`config.mk`:
```
export PLATFORM = sky130hd
export DESIGN_NAME = mbist_march_ctrl
export DESIGN_NICKNAME = d
export VERILOG_FILES = /design/src/rtl/mbist_march_ctrl.sv
export SDC_FILE = /design/constraint.sdc
export NUM_CORES = 1
export LEC_CHECK = 0
export BUFFER_PORTS_ARGS = -buffer_cell sky130_fd_sc_hd__buf_2
export CORE_ASPECT_RATIO = 1.25
export CORE_MARGIN = 5
export CORE_UTILIZATION = 37
export DETAILED_ROUTE_END_ITERATION = 10
export HOLD_SLACK_MARGIN = 0.03
export PLACE_DENSITY = 0.68
export REMOVE_ABC_BUFFERS = 1
export SYNTH_ARGS = -nofsm -noshare
export SYNTH_HDL_FRONTEND = slang
export SYNTH_SLANG_ARGS = --single-unit
export TNS_END_PERCENT = 50
```
`constraint.sdc`:
```
create_clock -name clk -period 2.8 [get_ports clk]
set_input_delay 0.14 -clock clk [delete_from_list [all_inputs] [get_ports clk]]
set_output_delay 0.14 -clock clk [all_outputs]
set_load 0.02 [all_outputs]
```
`src/rtl/mbist_march_ctrl.sv`:
```
// March C- memory BIST controller: six elements over an N = 2^ADDR_W word memory.
// Optional spare-row repair (repair_valid/repair_addr) is enabled with `define MBIST_REPAIR_EN.
module mbist_march_ctrl #(
   parameter int ADDR_W = 4,
   parameter int DATA_W = 8
) (
   input  logic              clk,
   input  logic              rst,
   input  logic              start,
   output logic              busy,
   output logic              done,
   output logic              fail,
   output logic [ADDR_W-1:0] fail_addr,
   output logic [7:0]        fail_count,
   output logic [ADDR_W-1:0] mem_addr,
   output logic              mem_we,
   output logic              mem_re,
   output logic [DATA_W-1:0] mem_wdata,
`ifdef MBIST_REPAIR_EN
   output logic              repair_valid,
   output logic [ADDR_W-1:0] repair_addr,
`endif
   input  logic [DATA_W-1:0] mem_rdata
);

   localparam logic [2:0] S_IDLE  = 3'd0;
   localparam logic [2:0] S_WRITE = 3'd1;
   localparam logic [2:0] S_READ  = 3'd2;
   localparam logic [2:0] S_CMP   = 3'd3;
   localparam logic [2:0] S_DONE  = 3'd4;

   localparam logic [2:0]        ELEM_LAST = 3'd5;
   localparam logic [ADDR_W-1:0] ADDR_MAX  = {ADDR_W{1'b1}};
   localparam logic [DATA_W-1:0] ONES      = {DATA_W{1'b1}};
   localparam logic [DATA_W-1:0] ZEROS     = {DATA_W{1'b0}};

   // Element decode: M3/M4 walk downward, M1/M3 write ones, M2/M4 expect ones.
   function automatic logic elem_down(input logic [2:0] e);
      return (e == 3'd3) || (e == 3'd4);
   endfunction

   function automatic logic elem_wone(input logic [2:0] e);
      return (e == 3'd1) || (e == 3'd3);
   endfunction

   function automatic logic elem_rone(input logic [2:0] e);
      return (e == 3'd2) || (e == 3'd4);
   endfunction

   logic [2:0]        state_r, state_nxt_s;
   logic [2:0]        elem_r, elem_nxt_s, elem_inc_s;
   logic [ADDR_W-1:0] addr_r, addr_nxt_s;
   logic              advance_s, last_addr_s, start_acc_s, mismatch_s;
   logic [DATA_W-1:0] expect_s;
   logic              busy_r, done_r, fail_r, we_r, re_r;
   logic [ADDR_W-1:0] fail_addr_r;
   logic [7:0]        fail_count_r;
   logic [DATA_W-1:0] wdata_r;
`ifdef MBIST_REPAIR_EN
   logic              repair_valid_r;
   logic [ADDR_W-1:0] repair_addr_r;
`endif

   assign elem_inc_s  = elem_r + 3'd1;
   assign start_acc_s = start && ((state_r == S_IDLE) || (state_r == S_DONE));
   assign expect_s    = elem_rone(elem_r) ? ONES : ZEROS;
   assign mismatch_s  = (state_r == S_CMP) && (mem_rdata != expect_s);

   // Next-state sequencing; the write is always the last op of an element at one address.
   always_comb begin
      state_nxt_s = state_r;
      elem_nxt_s  = elem_r;
      addr_nxt_s  = addr_r;
      advance_s   = 1'b0;
      last_addr_s = elem_down(elem_r) ? (addr_r == {ADDR_W{1'b0}}) : (addr_r == ADDR_MAX);
      case (state_r)
         S_IDLE, S_DONE: begin
            if (start) begin
               state_nxt_s = S_WRITE;
               elem_nxt_s  = 3'd0;
               addr_nxt_s  = {ADDR_W{1'b0}};
            end else begin
               state_nxt_s = state_r;
            end
         end
         S_WRITE: advance_s = 1'b1;
         S_READ:  state_nxt_s = S_CMP;
         S_CMP: begin
            if (elem_r == ELEM_LAST) begin
               advance_s = 1'b1;
            end else begin
               state_nxt_s = S_WRITE;
            end
         end
         default: state_nxt_s = S_IDLE;
      endcase
      if (advance_s) begin
         if (!last_addr_s) begin
            addr_nxt_s  = elem_down(elem_r) ? (addr_r - {{(ADDR_W-1){1'b0}}, 1'b1})
                                            : (addr_r + {{(ADDR_W-1){1'b0}}, 1'b1});
            state_nxt_s = (elem_r == 3'd0) ? S_WRITE : S_READ;
         end else if (elem_r == ELEM_LAST) begin
            state_nxt_s = S_DONE;
         end else begin
            elem_nxt_s  = elem_inc_s;
            addr_nxt_s  = elem_down(elem_inc_s) ? ADDR_MAX : {ADDR_W{1'b0}};
            state_nxt_s = S_READ;
         end
      end else begin
         advance_s = 1'b0;
      end
   end

   // State, registered memory strobes and result flags.
   always_ff @(posedge clk) begin
      if (rst) begin
         state_r        <= S_IDLE;
         elem_r         <= 3'd0;
         addr_r         <= {ADDR_W{1'b0}};
         busy_r         <= 1'b0;
         done_r         <= 1'b0;
         fail_r         <= 1'b0;
         fail_addr_r    <= {ADDR_W{1'b0}};
         fail_count_r   <= 8'd0;
         we_r           <= 1'b0;
         re_r           <= 1'b0;
         wdata_r        <= ZEROS;
`ifdef MBIST_REPAIR_EN
         repair_valid_r <= 1'b0;
         repair_addr_r  <= {ADDR_W{1'b0}};
`endif
      end else begin
         state_r <= state_nxt_s;
         elem_r  <= elem_nxt_s;
         addr_r  <= addr_nxt_s;
         busy_r  <= (state_nxt_s == S_WRITE) || (state_nxt_s == S_READ) || (state_nxt_s == S_CMP);
         we_r    <= (state_nxt_s == S_WRITE);
         re_r    <= (state_nxt_s == S_READ);
         wdata_r <= ((state_nxt_s == S_WRITE) && elem_wone(elem_nxt_s)) ? ONES : ZEROS;
         if (start_acc_s) begin
            done_r         <= 1'b0;
            fail_r         <= 1'b0;
            fail_addr_r    <= {ADDR_W{1'b0}};
            fail_count_r   <= 8'd0;
`ifdef MBIST_REPAIR_EN
            repair_valid_r <= 1'b0;
            repair_addr_r  <= {ADDR_W{1'b0}};
`endif
         end else begin
            if (state_nxt_s == S_DONE) begin
               done_r <= 1'b1;
            end
            if (mismatch_s) begin
               if (fail_count_r != 8'd255) begin
                  fail_count_r <= fail_count_r + 8'd1;
               end
               if (fail_count_r == 8'd0) begin
                  fail_addr_r <= addr_r;
               end
`ifdef MBIST_REPAIR_EN
               // First failing row goes to the spare; only a different row is fatal.
               if (!repair_valid_r) begin
                  repair_valid_r <= 1'b1;
                  repair_addr_r  <= addr_r;
               end else if (addr_r != repair_addr_r) begin
                  fail_r <= 1'b1;
               end
`else
               fail_r <= 1'b1;
`endif
            end
         end
      end
   end

   assign busy       = busy_r;
   assign done       = done_r;
   assign fail       = fail_r;
   assign fail_addr  = fail_addr_r;
   assign fail_count = fail_count_r;
   assign mem_addr   = addr_r;
   assign mem_we     = we_r;
   assign mem_re     = re_r;
   assign mem_wdata  = wdata_r;
`ifdef MBIST_REPAIR_EN
   assign repair_valid = repair_valid_r;
   assign repair_addr  = repair_addr_r;
`endif

endmodule
```
==> results_dict.tcl <==
set metrics [dict create \
    insertion_delay_ns 0.27 \
    p_switching_mw 0.247 \
    synth_area_per_cell_um2 8.33 \
    cts_resized 0 \
    p_sw_share_pct 28.9 \
    worstHoldPathType "in -> reg" \
    clock-sinks 28 \
    cp_cell_sequence "inv_1 -> ha_1 -> mux2i_4 -> mux2i_1 -> mux2_2 -> a311oi_2 -> and3b_1" \
    synth_edf_count 0 \
    grt.total_usage_pct 12.4 \
    startpoint_type "flip-flop" \
    synth_area_mm2 0.00164 \
    routed_wl_um 3580 \
    finalSetupTns_ns 0 \
    dp.final_hpwl_um 2790 \
    crit_path_end_kind "flip-flop" \
    ys_types 44 \
    period_share_pct 85.6 \
    drv_slew 0 \
    internal-power_mw 0.607 \
    cts_buffers 3 \
    htreeDepth 1 \
    grt_max_degree 16 \
    hold_buffers 0 \
    status "finished, final reports clean" \
    netlist_instances 197 \
    seqPwrFrac_pct 52.2 \
    clk_pin_slew_ns 0.09 \
    drv_cap 0 \
    yosys_register_bits 28 \
    overflow 0 \
    critPathSlowestCell "mux2i_1" \
    clock-root-buffer "clkbuf_8" \
    worstPathRequired_ns 3.01 \
    worst_pin_slew_ns 0.602 \
    area_growth_pct 15.3 \
    critPathMaxStageDelay_ns 0.50 \
    maxSlewHeadroom_pct 59.7 \
    ir_drop_mv 0.164 \
    p_leak_nw 0.813 \
    setup_viol 0 \
    synth_flop_cell "dfxtp_1" \
    fin_util_pct 43.4 \
    pwr-share-clk_pct 28.2 \
    fp.dieW_um 69.6 \
    antenna_found_initial 0 \
    pwr-share-comb_pct 19.6 \
    antenna_left 0 \
    wl_per_cell_um 12.5 \
    drive_gt1_share_pct 24.0 \
    drt_iter0_markers 57 \
    hold_violations 0 \
    rsz0062_at_grt "no" \
    core_mm2 0.00436 \
    grt_pass1_wl_um 6230 \
    dr.pass1.iters 4 \
    dieArea_mm2 0.00587 \
    postCtsSetupRepairBufs 0 \
    finClkSkew_ns 0.00373 \
    cts_buffer_depth 2 \
    crit_fanout 5 \
    vias 1472 \
    rows 27 \
    max_freq_ghz 0.417 \
    n_antenna_cell 0 \
    pin_count 40 \
    power_density_mw_per_mm2 451 \
    yosysWarnings 0 \
    period_minus_slack_ns 2.40 \
    die_h_um 84.4 \
    final_nets 251 \
    async_flop_share_pct 0 \
    io_buffers 39 \
    grt_pass1_vias 1426 \
    cts_tree "done" \
    viasPerCell 5.13 \
    place_congestion 0.860 \
    initial_core_util_pct 37.6 \
    drc 0 \
    cp.arrival_ns 2.61 \
    ys_seq_area_share_pct 34.2 \
    crit_type "reg -> reg" \
]
## layout by cell type (no fill, tap or decap), types with 3 or more instances in the layout
cell type and n:
nor3_1 5, mux2i_1 3, dfxtp_1 28, buf_4 3
buf_2 39, nor2_1 19, ha_1 9, nand3_1 14
nand2_1 17, nor4_1 4, or3_1 4, clkbuf_8 4
nand4_1 8, mux2_2 4, o21ai_0 9, a21oi_1 12
inv_1 11
## metal layers
layer	wire length, um	share of wire [%]	global-route usage [%]	up-vias
met3	207	5.8	3.71	0
met1	1600	45	14.7	670
met2	1770	49	22.1	32
met5	0	0	0	-
li1	-	-	-	770
met4	0	0	2.49	0
## cells by family (layout without fill, tap and decap cells)
family / count (synthesis) / count (layout) / share of synthesized area, %
AOI/OAI and AO/OA: 39 / 39 / 15.9
xor gates and xnor gates: 3 / 3 / 1.60
adders and majority gates: 10 / 10 / 8.09
buffers and inverters: 25 / 57 / 8.24
DFF: 28 / 28 / 34.2
muxes: 8 / 8 / 5.95
and+or+nand+nor: 84 / 84 / 26.1
## worst max-delay path, delay by kind of cell (launching register included)
family / cells / cell delay, ns
compound gates: 1 / 0.28
fa+ha+maj: 1 / 0.26
buf+inv: 1 / 0.11
flops: 1 / 0.37
mux: 3 / 1.13
simple gates: 1 / 0.19
## area by class of cell
type,count,area [um^2]
clock buffer,4,55.1
fill,441,2470
inverter,11,41.3
multi-input combinational,144,945
sequential,28,561
tap,58,72.6
timing repair buffer,42,218
## flip-flops by register name, indices dropped and copies added (netlist names), 3 cells and up
register / cells
elem_r: 3
fail_addr: 4
fail_count: 8
mem_addr: 4
state_r: 3
## power groups by stage
stage                     sequential, mW  clock, mW  combinational (mW)
after CTS                          0.446      0.254               0.168
after floorplan                    0.468          0              0.0963
after detailed placement           0.455          0               0.168
after global routing               0.450      0.274               0.184
after global placement             0.454          0               0.167
final                              0.446      0.241               0.167
## Yosys cell counts, drive strengths merged (2+ instances only)
cell	number	area share, %
and4	2	1.1
nor4	4	1.5
o21ai	10	3.1
nand4	8	3.1
nor2b	2	0.76
a32oi	2	1.1
mux2i	4	3.2
nor3	5	1.5
inv	11	2.5
mux2	4	2.7
dfxtp	28	34
a31o	2	1.1
a21oi	12	3.7
or3	4	1.5
nor3b	2	0.92
a221oi	2	1.1
nand3	14	4.3
or4	2	0.92
nand2	17	3.9
nor2	19	4.3
buf	9	4.6
xnor2	2	1.1
ha	9	6.9
a31oi	2	0.76
clkbuf	5	1.1
a311oi	2	1.4
## per-stage QoR
stage | cells | setup WS, ns | power [mW] | area [um^2] | hold slack (ns)
4_1_cts | 287 | 0.390 | 0.867 | 1890 | 0.192
5_1_grt | 287 | 0.164 | 0.909 | 1890 | 0.201
6_report | 287 | 0.402 | 0.854 | 1890 | 0.199
3_3_place_gp | 283 | 0.528 | 0.621 | 1840 | 0.443
3_5_place_dp | 283 | 0.408 | 0.622 | 1840 | 0.451
2_1_floorplan | 183 | 0.421 | 0.565 | 1550 | 0.209
## path summary, 6_finish.rpt
path | startpoint | endpoint | slack [ns] | cells past startpoint
min | rst | state_r[1]$_SDFF_PP0_ | 0.20 | 2
min reg2reg | done$_SDFFE_PP0N_ | done$_SDFFE_PP0N_ | 0.46 | 2
max reg2reg | elem_r[0]$_SDFF_PP0_ | mem_wdata[6]$_SDFF_PP0_ | 0.40 | 7
max | elem_r[0]$_SDFF_PP0_ | mem_wdata[6]$_SDFF_PP0_ | 0.40 | 7
(Power assumes the default switching activity.)
